$ cat config.mk
export PLATFORM = sky130hd
export DESIGN_NAME = dsp_w_dispatcher
export DESIGN_NICKNAME = d
export VERILOG_FILES = /design/src/rtl/dsp_w_dispatcher_pkg.sv /design/src/rtl/sync_fifo.sv /design/src/rtl/dsp_w_dispatcher.sv
export SDC_FILE = /design/constraint.sdc
export NUM_CORES = 1
export LEC_CHECK = 0
export ABC_AREA = 1
export CAP_MARGIN = 20
export CORE_MARGIN = 4
export CORE_UTILIZATION = 29
export DETAILED_ROUTE_END_ITERATION = 8
export GPL_TIMING_DRIVEN = 0
export PLACE_DENSITY = 0.8
export REMOVE_ABC_BUFFERS = 1
export SLEW_MARGIN = 25
export SYNTH_ARGS = -nofsm -noshare
export SYNTH_HDL_FRONTEND = slang
export SYNTH_HIERARCHICAL = 1
export SYNTH_SLANG_ARGS = --single-unit
export TNS_END_PERCENT = 1
$ cat constraint.sdc
create_clock -name ACLK_i -period 3.1 [get_ports ACLK_i]
set_clock_uncertainty 0.1 [all_clocks]
set_input_delay 0.775 -clock ACLK_i [delete_from_list [all_inputs] [get_ports ACLK_i]]
set_output_delay 0.775 -clock ACLK_i [all_outputs]
set_load 0.02 [all_outputs]
$ cat src/rtl/dsp_w_dispatcher_pkg.sv
// dsp_w_dispatcher_pkg: slice-index and slave-ID range helpers shared by the AW/W/B dispatchers
package dsp_w_dispatcher_pkg;
  function automatic int unsigned slice_lo(input int unsigned idx, input int unsigned w);
    return idx * w;
  endfunction
  function automatic logic id_oor(input int unsigned id, input int unsigned amt);
    return id >= amt;
  endfunction
endpackage

$ cat src/rtl/sync_fifo.sv
// sync_fifo: registered circular buffer with occupancy count; push while full only lands when a pop frees the slot
module sync_fifo #(
  parameter int WIDTH = 2,
  parameter int DEPTH = 4,
  parameter int AW    = $clog2(DEPTH),
  parameter int CW    = $clog2(DEPTH + 1)
) (
  input  logic             i_clk,
  input  logic             i_rst_n,
  input  logic             i_push,
  input  logic             i_pop,
  input  logic [WIDTH-1:0] i_data,
  output logic [WIDTH-1:0] o_data,
  output logic             o_full,
  output logic             o_empty,
  output logic [CW-1:0]    o_count
);
  logic [WIDTH-1:0] r_mem [DEPTH];
  logic [AW-1:0]    r_wr_ptr, r_rd_ptr;
  logic [CW-1:0]    r_cnt;
  logic             w_push, w_pop;
  assign o_full  = r_cnt == CW'(DEPTH);
  assign o_empty = r_cnt == '0;
  assign o_count = r_cnt;
  assign o_data  = r_mem[r_rd_ptr];
  assign w_pop   = i_pop & ~o_empty;
  assign w_push  = i_push & (~o_full | w_pop);
  always_ff @(posedge i_clk) begin
    if (w_push) r_mem[r_wr_ptr] <= i_data;
  end
  always_ff @(posedge i_clk or negedge i_rst_n) begin
    if (!i_rst_n) begin
      r_wr_ptr <= '0;
      r_rd_ptr <= '0;
      r_cnt    <= '0;
    end else begin
      r_wr_ptr <= r_wr_ptr + AW'(w_push);
      r_rd_ptr <= r_rd_ptr + AW'(w_pop);
      r_cnt    <= r_cnt + CW'(w_push) - CW'(w_pop);
    end
  end
endmodule

$ cat src/rtl/dsp_w_dispatcher.sv
// dsp_w_dispatcher: steers W beats to the slave at the head of the outstanding-AW ID FIFO
module dsp_w_dispatcher
  import dsp_w_dispatcher_pkg::*;
#(
  parameter int SLV_AMT    = 4,
  parameter int DATA_WIDTH = 32,
  parameter int STRB_WIDTH = DATA_WIDTH / 8,
  parameter int SLV_ID_W   = (SLV_AMT > 1) ? $clog2(SLV_AMT) : 1,
  parameter int OSTD_DEPTH = 4
) (
  input  logic                             ACLK_i,
  input  logic                             ARESETn_i,
  input  logic                             aw_push_i,
  input  logic [SLV_ID_W-1:0]              aw_slv_id_i,
  output logic                             aw_full_o,
  input  logic [DATA_WIDTH-1:0]            m_WDATA_i,
  input  logic [STRB_WIDTH-1:0]            m_WSTRB_i,
  input  logic                             m_WLAST_i,
  input  logic                             m_WVALID_i,
  output logic                             m_WREADY_o,
  output logic [DATA_WIDTH*SLV_AMT-1:0]    sa_WDATA_o,
  output logic [STRB_WIDTH*SLV_AMT-1:0]    sa_WSTRB_o,
  output logic [SLV_AMT-1:0]               sa_WLAST_o,
  output logic [SLV_AMT-1:0]               sa_WVALID_o,
  input  logic [SLV_AMT-1:0]               sa_WREADY_i,
  output logic [$clog2(OSTD_DEPTH+1)-1:0]  ostd_cnt_o,
  output logic                             wr_err_o
);
  logic [SLV_ID_W-1:0] w_head;
  logic                w_empty, w_oor, w_sel_rdy, w_pop;
  logic                r_wr_err;
  sync_fifo #(.WIDTH(SLV_ID_W), .DEPTH(OSTD_DEPTH)) u_fifo (
    .i_clk   (ACLK_i),
    .i_rst_n (ARESETn_i),
    .i_push  (aw_push_i),
    .i_pop   (w_pop),
    .i_data  (aw_slv_id_i),
    .o_data  (w_head),
    .o_full  (aw_full_o),
    .o_empty (w_empty),
    .o_count (ostd_cnt_o)
  );
  assign w_oor = id_oor(32'(w_head), SLV_AMT);
  always_comb begin
    sa_WDATA_o  = '0;
    sa_WSTRB_o  = '0;
    sa_WVALID_o = '0;
    w_sel_rdy   = 1'b0;
    for (int i = 0; i < SLV_AMT; i++) begin
      sa_WDATA_o[slice_lo(i, DATA_WIDTH) +: DATA_WIDTH] = m_WDATA_i;
      sa_WSTRB_o[slice_lo(i, STRB_WIDTH) +: STRB_WIDTH] = m_WSTRB_i;
      if (!w_empty && w_head == SLV_ID_W'(i)) begin
        sa_WVALID_o[i] = m_WVALID_i;
        w_sel_rdy      = sa_WREADY_i[i];
      end
    end
  end
  assign sa_WLAST_o = {SLV_AMT{m_WLAST_i}};
  // out-of-range heads are drained locally so the master never deadlocks
  assign m_WREADY_o = ~w_empty & (w_oor | w_sel_rdy);
  assign w_pop      = m_WVALID_i & m_WREADY_o & m_WLAST_i;
  assign wr_err_o   = r_wr_err;
  always_ff @(posedge ACLK_i or negedge ARESETn_i) begin
    if (!ARESETn_i) r_wr_err <= 1'b0;
    else            r_wr_err <= w_pop & w_oor;
  end
endmodule

==> flow_summary.toml, run 1 <==
[synth]
ys_top_cells_by_area = "buf_4, edfxtp_1, dfrtp_1, inv_1, nand2_1"
yosysUniqueCellTypes = 23
synth_top_cell_by_area = "buf_4"
netlist.area_leader.share = 0.5798
yosys_warnings = 6
syn_avg_cell_area_um2 = 8.210
synth_cells = 235
seq_area_frac_synth = 0.2153
synth_area_um2 = 1929
synth-seq-cells = 15

[worst_setup_path]
crit_fanout = 4
crit_type = "primary input to output port"
timing.rr.start = "u_fifo/r_rd_ptr[0]"
cp.required_ns = 2.22
startpoint_type = "primary input"
arrival_ns = 2.15
end_kind = "output port"
startpoint = "m_WVALID_i"

[layout]
nets = 165
drive_gt1_frac = 0.1504
diodes = 0
area_delta_synth_final_pct = -38.33
final_core_util = 0.1853

[sta]
slew_violations = 0
fmax_ghz = 0.3302
period_share = 0.9770
rsz0062_at_grt = "false"
final.setup.tns_ns = 0
finalHoldViolations = 0
setup_slack_ns = 0.07123
period_minus_slack_ns = 3.029
setup_viol = 0

[pwr]
leakage_nw = 0.5430
ir_drop_mv = 0.4685
pwr_density_cell_nw_per_um2 = 953.8

[global_route]
antenna_found_initial = 0
grt_pass1_vias = 876
grt_pass1_wl_um = 8873
grt_max_degree = 10
grt_overflow_total = 0
grt_use_total = 0.1766

[drt]
remaining_drc_errors = 0
first_pass_iters = 4
avgRoutedWirePerCell_um = 40.06
via_count = 909
ant_nets = 0
drt_iter0_drc = 72
vias_per_cell = 4.784
wirelength_um = 7611

[floorplan]
die-area_um2 = 8022
boundaryPins = 205
die_h_um = 89.57
num_rows = 29
initial_core_util = 0.3004
die_w_um = 89.57
core_area_um2 = 6422

[clock_network]
worstSkewPairLatency_ns = 0.25
cts_tree = "built"
cts_sinks = 15
clk_pin_slew_ns = 0.06
h-tree-depth = 1
numCtsBuffers = 3
cts-root-buf = "clkbuf_8"
cts_hold_buffers = 0
cts_buffer_depth = 2

[placement]
place_hpwl_um = 6586
place_ws_ns = 0.07518
port_buffers = 23
gp_congestion = 0.8502

[job]
cap_violations = 0

[worst_hold_path]
hold_class = "flop to flop"
worstHoldStart = "u_fifo/r_wr_ptr[1]"

[status]
outcome = "completed"
[final cells by class]
cell class	instances	area (µm²)
fill	690	5233
sequential	15	416.7
multi-input combinational	54	331.6
timing repair buffer	23	235.2
tap	77	96.34
inverter	17	63.81
clock buffer	3	41.29
clock inverter	1	5.005
[cells in the mapped netlist]
library cell	instances
conb_1	1
buf_4	149
nand3b_1	2
dfrtp_1	7
nand2_2	5
a21oi_1	2
nor2_2	3
edfxtp_1	8
nand3_1	4
nand2_1	14
xor2_1	2
o21ai_0	2
nand4_1	1
nand3_2	1
o211ai_1	2
fa_1	1
inv_1	15
o21bai_4	1
xnor2_1	1
inv_2	2
ha_1	3
nor3_1	2
nor2_1	7
[sequential cells by signal, indices dropped and copies added (netlist names)]
| signal | cells |
|---|---|
| u_fifo/o_count | 3 |
| u_fifo/r_wr_ptr | 2 |
| u_fifo/r_rd_ptr | 2 |
| u_fifo/r_mem | 8 |
[repair_timing]
| action | 4_1_cts | 5_1_grt |
|---|---|---|
| setup endpoints to repair | 0 | 3 |
| setup buffers | 0 | 0 |
| endpoints found under the hold margin | 0 | 0 |
| resized for setup | 0 | 3 |
[cell usage in the layout, fill, tap and decap left out, types with 3 or more instances in the layout]
| cell | count |
|---|---|
| nand2_2 | 5 |
| nand2_1 | 14 |
| edfxtp_1 | 8 |
| dfrtp_1 | 6 |
| nor2_1 | 7 |
| nor2_2 | 3 |
| clkbuf_8 | 3 |
| nand3_1 | 4 |
| ha_1 | 3 |
| clkdlybuf4s50_1 | 21 |
| inv_1 | 15 |
[power by group]
group | switching (mW) | internal [mW] | total (mW)
Clock | 0.0654 | 0.0888 | 0.154
Combinational | 0.355 | 0.270 | 0.625
Sequential | 0.0687 | 0.287 | 0.356
Total | 0.489 | 0.646 | 1.13
[kinds of logic (layout without fill, tap and decap cells)]
kind of cell | after synthesis | after routing | share of synthesized area
adders and majority gates | 4 | 4 | 0.02983
xor gates and xnor gates | 3 | 3 | 0.01362
DFF | 15 | 15 | 0.2153
buffers and inverters | 166 | 44 | 0.6128
and+or+nand+nor | 39 | 39 | 0.09858
other | 1 | 1 | 0.001944
AOI/OAI and AO/OA | 7 | 7 | 0.02789
[per-stage QoR]
stage	hold slack, ns	power, mW	std cells	cell area (µm²)
after floorplan	0.3794	0.7629	86	810.8
after CTS	0.4199	1.148	190	1184
after detailed placement	0.4076	0.9892	186	1137
after global placement	0.3975	0.9677	186	1137
after global routing	0.4278	1.232	190	1190
final	0.4183	1.135	190	1190
[worst paths after layout]
check,end,slack [ns],cells after the start
max,sa_WVALID_o[2],0.07,4
min,u_fifo/r_wr_ptr[1],0.42,1
max reg2reg,u_fifo/o_count[2],0.62,13
min reg2reg,u_fifo/r_wr_ptr[1],0.42,1
max in group asynchronous,u_fifo/r_rd_ptr[0],1.93,1
min in group asynchronous,u_fifo/o_count[1],0.69,1
[metal layers]
layer	GRT usage	wire length [µm]
met2	0.3052	3738
met4	0.03383	165
met5	0.006494	0
met1	0.1377	1928
met3	0.1843	1778
[worst max-delay path: stages]
cell and delay (ns):
clkdlybuf4s50_1 0.48, inv_1 0.08, nor3_1 0.18, clkdlybuf4s50_1 0.65
Power figures use the tool's default switching activity.
==> run 2, diff against run 1 <==
- TNS_END_PERCENT: 1 -> default
==> results of run 2 <==
Final layout, timing and power as in run 1 (identical DEF).
==> patch 1 (settings of run 2) <==
`SLV_AMT`: 4 -> 8.
--- a/src/rtl/dsp_w_dispatcher.sv
+++ b/src/rtl/dsp_w_dispatcher.sv
@@ -3,5 +3,5 @@
   import dsp_w_dispatcher_pkg::*;
 #(
-  parameter int SLV_AMT    = 4,
+  parameter int SLV_AMT    = 8,
   parameter int DATA_WIDTH = 32,
   parameter int STRB_WIDTH = DATA_WIDTH / 8,
Interface: changed (6 resized); port bits go from 205 to 362. No check against the original RTL was run, so the function may have changed too.
==> patch 1 against run 2 <==
Cell area increased by 45%. Routed wire length is 100% higher. Global-route usage grew 3.9 points. Register-to-register slack got worse by 490 ps. Non-clock buffer count rose by 16. Setup slack worse by 48 ps. Area after synthesis rose by 71%. Power grew 46%. Sequential share of layout area fell by 3.8 points. Combinational power increased by 53%. Clock power increased by 75%. Sequential cell count increased by 4. Die area up 64%.
==> patch 1: results (changes against run 2) <==
Ant. Diodes=0 (unchanged); CP Max Fanout=8 (was 4); arrival time at the worst endpoint=2200 ps (was 2150 ps); internal power=0.880 mW (was 0.646 mW); Synth cell types=26 (was 23); cells on worst reg2reg path=18 (was 13); placed cell count=299 (was 186); syn_area_per_cell=7.83 sq um (was 8.21 sq um); Post-CTS Setup Inserts=0 (unchanged); synthesized flop and latch total=19 (was 15); first-pass GRT wire length=18.4 mm (was 8.87 mm); RePlAce Congestion=0.911 (was 0.850); Resized Gates After CTS=17 (was 0); ratio of cells with drive above 1 in the final layout=19.9% (was 15.0%); M2 GR Usage=34.1% (was 30.5%); Global Route met1 Usage=17.3% (was 13.8%); asr flop ratio synth=36.8% (was 46.7%); CTS clock-pin slew for the worst setup and hold paths=60 ps (about the same); initial DRC count=114 (was 72); DP Area=0.00159 sq mm (was 0.00114 sq mm); Via-to-Cell Ratio=4.92 (was 4.78); Final #Nets=223 (was 165); Pre-antenna DRT Iters=4 (unchanged); # port buffers=36 (was 23); sequential-to-total area share from yosys stat=16.2% (was 21.5%); outcome=complete, no violations (unchanged); metal2 WL=7.17 mm (was 3.74 mm); max reg flops=12 (was 8); met3 Use GR=24.5% (was 18.4%); P_clk=0.270 mW (was 0.154 mW); synth top area cells=buf_4, edfxtp_1, dfrtp_1 (unchanged); clk buf depth=2 (unchanged); metal3 WL=3.83 mm (was 1.78 mm); Min-Delay Path Depth=1 (unchanged); Yosys Warn Count=6 (unchanged); Worst setup endpoint=sa_WVALID_o[0] (was sa_WVALID_o[2]); Psw=0.782 mW (was 0.489 mW); M1 wire length=3.75 mm (was 1.93 mm); commonest cells in the netlist=buf_4, nand2_1, inv_1 (was buf_4, inv_1, nand2_1); pre-CTS WS=-292 ps (was 75.2 ps); DP HPWL=10.2 mm (was 6.59 mm); vias in the first global route=1474 (was 876); fmax=325 MHz (was 330 MHz); H-tree Lvls=1 (unchanged); clock root cell=clkbuf_16 (was clkbuf_8); WHS=431 ps (was 418 ps); pin count of the biggest net entering global routing=14 (was 10); Post-synth EDFFs=12 (was 8); Worst R2R Setup Slack=130 ps (was 620 ps); Critical path origin=u_fifo/r_rd_ptr[0] (was m_WVALID_i); final wirelength=15.3 mm (was 7.61 mm); Peak supply drop=530 uV (was 469 uV); Flop pwr share=26.3% (was 31.3%); all-layer global routing usage=21.6% (was 17.7%); leakage=0.724 nW (was 0.543 nW); hold_sp=u_fifo/r_wr_ptr[1] (unchanged); Final Non-Filler Cells=306 (was 190)
## patch 1: cell types whose count changed after synthesis, sizes merged, moves of 2 or more
cell    delta
nor2      +10
inv        +5
clkinv     +2
edfxtp     +4
nand2     +11
nor4       +3
buf      +149
nor3       -2
## patch 1: worst max-delay path, stage by stage, from the launching register on
cell,delay (ps)
dfrtp_2,460
buf_2,180
o21ai_0,270
nand2_2,150
nor2_4,180
buf_4,130
nand2_1,50
nor2_1,180
clkdlybuf4s15_1,340
## patch 1: cell type report
type,count,area (sq um)
clock inverter,1,7.51
inverter,24,91.3
fill,1226,9260
multi-input combinational,80,474
sequential,19,537
clock buffer,3,75.1
tap,140,175
timing repair buffer,39,360
## patch 1: cell families (layout without fill, tap and decap cells)
family          Yosys count  in the layout  share of synthesized area [%]
other cells               1              1                          0.114
flops                    19             19                           16.2
buf+inv                 323             67                           70.8
simple gates             63             63                           8.79
fa+ha+maj                 4              4                           1.74
xor+xnor                  3              3                          0.796
compound gates            9              9                           1.59
==> patch 2 (settings of run 2) <==
Made on the original files. Make the reset (`ARESETn_i` and `i_rst_n`) synchronous in 2 clocked blocks.
--- a/src/rtl/sync_fifo.sv
+++ b/src/rtl/sync_fifo.sv
@@ -29,5 +29,5 @@
     if (w_push) r_mem[r_wr_ptr] <= i_data;
   end
-  always_ff @(posedge i_clk or negedge i_rst_n) begin
+  always_ff @(posedge i_clk) begin
     if (!i_rst_n) begin
       r_wr_ptr <= '0;
--- a/src/rtl/dsp_w_dispatcher.sv
+++ b/src/rtl/dsp_w_dispatcher.sv
@@ -61,5 +61,5 @@
   assign w_pop      = m_WVALID_i & m_WREADY_o & m_WLAST_i;
   assign wr_err_o   = r_wr_err;
-  always_ff @(posedge ACLK_i or negedge ARESETn_i) begin
+  always_ff @(posedge ACLK_i) begin
     if (!ARESETn_i) r_wr_err <= 1'b0;
     else            r_wr_err <= w_pop & w_oor;
Function: differs if ARESETn_i is asserted again (counterexample within 4 cycles, from zero or initial values and one cycle with ARESETn_i low); with ARESETn_i held inactive, the same outputs for 10 cycles.
==> patch 2 against run 2 <==
Utilization rose by 0.27 points. Sequential cell count did not move. Area after synthesis increased by 0.91%. Combinational power is 35% lower. Cell area grew 1.5%. Critical path depth up 2. Setup slack better by 12 ps. Via count grew 7.3%. Die area grew 0.83%. Power decreased by 26%. Routed wire length up 0.13%. Critical path type unchanged. Critical endpoint is now m_WREADY_o.
==> patch 2: results (changes against run 2) <==
outcome=complete, no violations (unchanged); RePlAce Congestion=0.776 (was 0.850); FF/Latch Area=382 sq um (was 417 sq um); Synth cell types=22 (was 23); Hold EP=u_fifo/r_wr_ptr[1] (unchanged); all-layer global routing usage=18.1% (was 17.7%); Critical path origin=sa_WREADY_i[1] (was m_WVALID_i); Reg2Reg Capture Point=u_fifo/o_count[2] (unchanged); clk buf depth=2 (unchanged); commonest cells in the netlist=buf_4, nand2_1, inv_1 (was buf_4, inv_1, nand2_1); pin count of the biggest net entering global routing=10 (unchanged); fill cell count=694 (was 690); DR WL/cell=37.0 um (was 40.1 um); Min-Delay Path Depth=2 (was 1); reg2reg start=u_fifo/r_rd_ptr[0] (unchanged); pre-CTS WS=58.0 ps (was 75.2 ps); placed cell count=202 (was 186); Switching Fraction=39.8% (was 43.1%); synth top area cells=buf_4, edfxtp_1, dfxtp_1 (was buf_4, edfxtp_1, dfrtp_1); max reg flops=8 (unchanged); WHS=413 ps (was 418 ps); Final #Nets=181 (was 165); fmax=331 MHz (was 330 MHz); ratio of cells with drive above 1 in the final layout=13.2% (was 15.0%); Post-Syn Instances=251 (was 235); combinational fraction of design power=48.2% (was 55.1%); sequential-to-total area share from yosys stat=19.5% (was 21.5%); Via-to-Cell Ratio=4.73 (was 4.78); Ant. Diodes=0 (unchanged); asr flop ratio synth=0% (was 46.7%); DP HPWL=6.65 mm (was 6.59 mm); Worst setup endpoint=m_WREADY_o (was sa_WVALID_o[2]); initial DRC count=40 (was 72); DP Area=0.00115 sq mm (was 0.00114 sq mm); first-pass GRT wire length=9.98 mm (was 8.87 mm); leakage=0.553 nW (was 0.543 nW); clock root cell=clkbuf_8 (unchanged); Final Non-Filler Cells=206 (was 190); Main synth FF type=edfxtp_1 (unchanged); Pre-antenna DRT Iters=4 (unchanged); clock network power share=18.3% (was 13.6%); initial antenna violation count=0 (unchanged); CP Max Fanout=2 (was 4); cells on worst reg2reg path=15 (was 13); Peak supply drop=572 uV (was 469 uV); vias in the first global route=1003 (was 876); power per cell area=699 mW/mm^2 (was 954 mW/mm^2); hold_sp=u_fifo/r_wr_ptr[1] (unchanged)
patch 2: kinds of logic after synthesis:
kind of cell             Yosys count  synth area share, %
other                              1                0.193
AO/OA/AOI/OAI                      8                 3.02
AND/OR/NAND/NOR                   53                 12.8
adder cells (fa/ha/maj)            4                 2.96
buffers and inverters            170                 61.5
flip-flops                        15                 19.5
patch 2: cell type report:
cell class	count	area share, %
timing repair buffer	23	19.5
tap	77	7.98
inverter	21	6.53
multi-input combinational	66	30.6
clock inverter	1	0.415
sequential	15	31.6
clock buffer	3	3.42
patch 2: metal layers:
layer	GRT usage, %	share of wire [%]
met1	12.7	25
met2	29.2	46
met3	19.9	23
met4	9.82	6.2
met5	1.28	0
patch 2: critical path, cell delays in order:
cell,delay (ps)
clkdlybuf4s50_1,460
nand4_1,110
nand2_2,90
o21bai_4,70
inv_2,50
clkdlybuf4s50_1,600
patch 2: what timing repair did:
action                                  in CTS  in global routing
hold buffers                                 0                  0
gates resized for setup                      0                  3
buffers inserted                             0                  0
endpoints found under the setup margin       0                  3
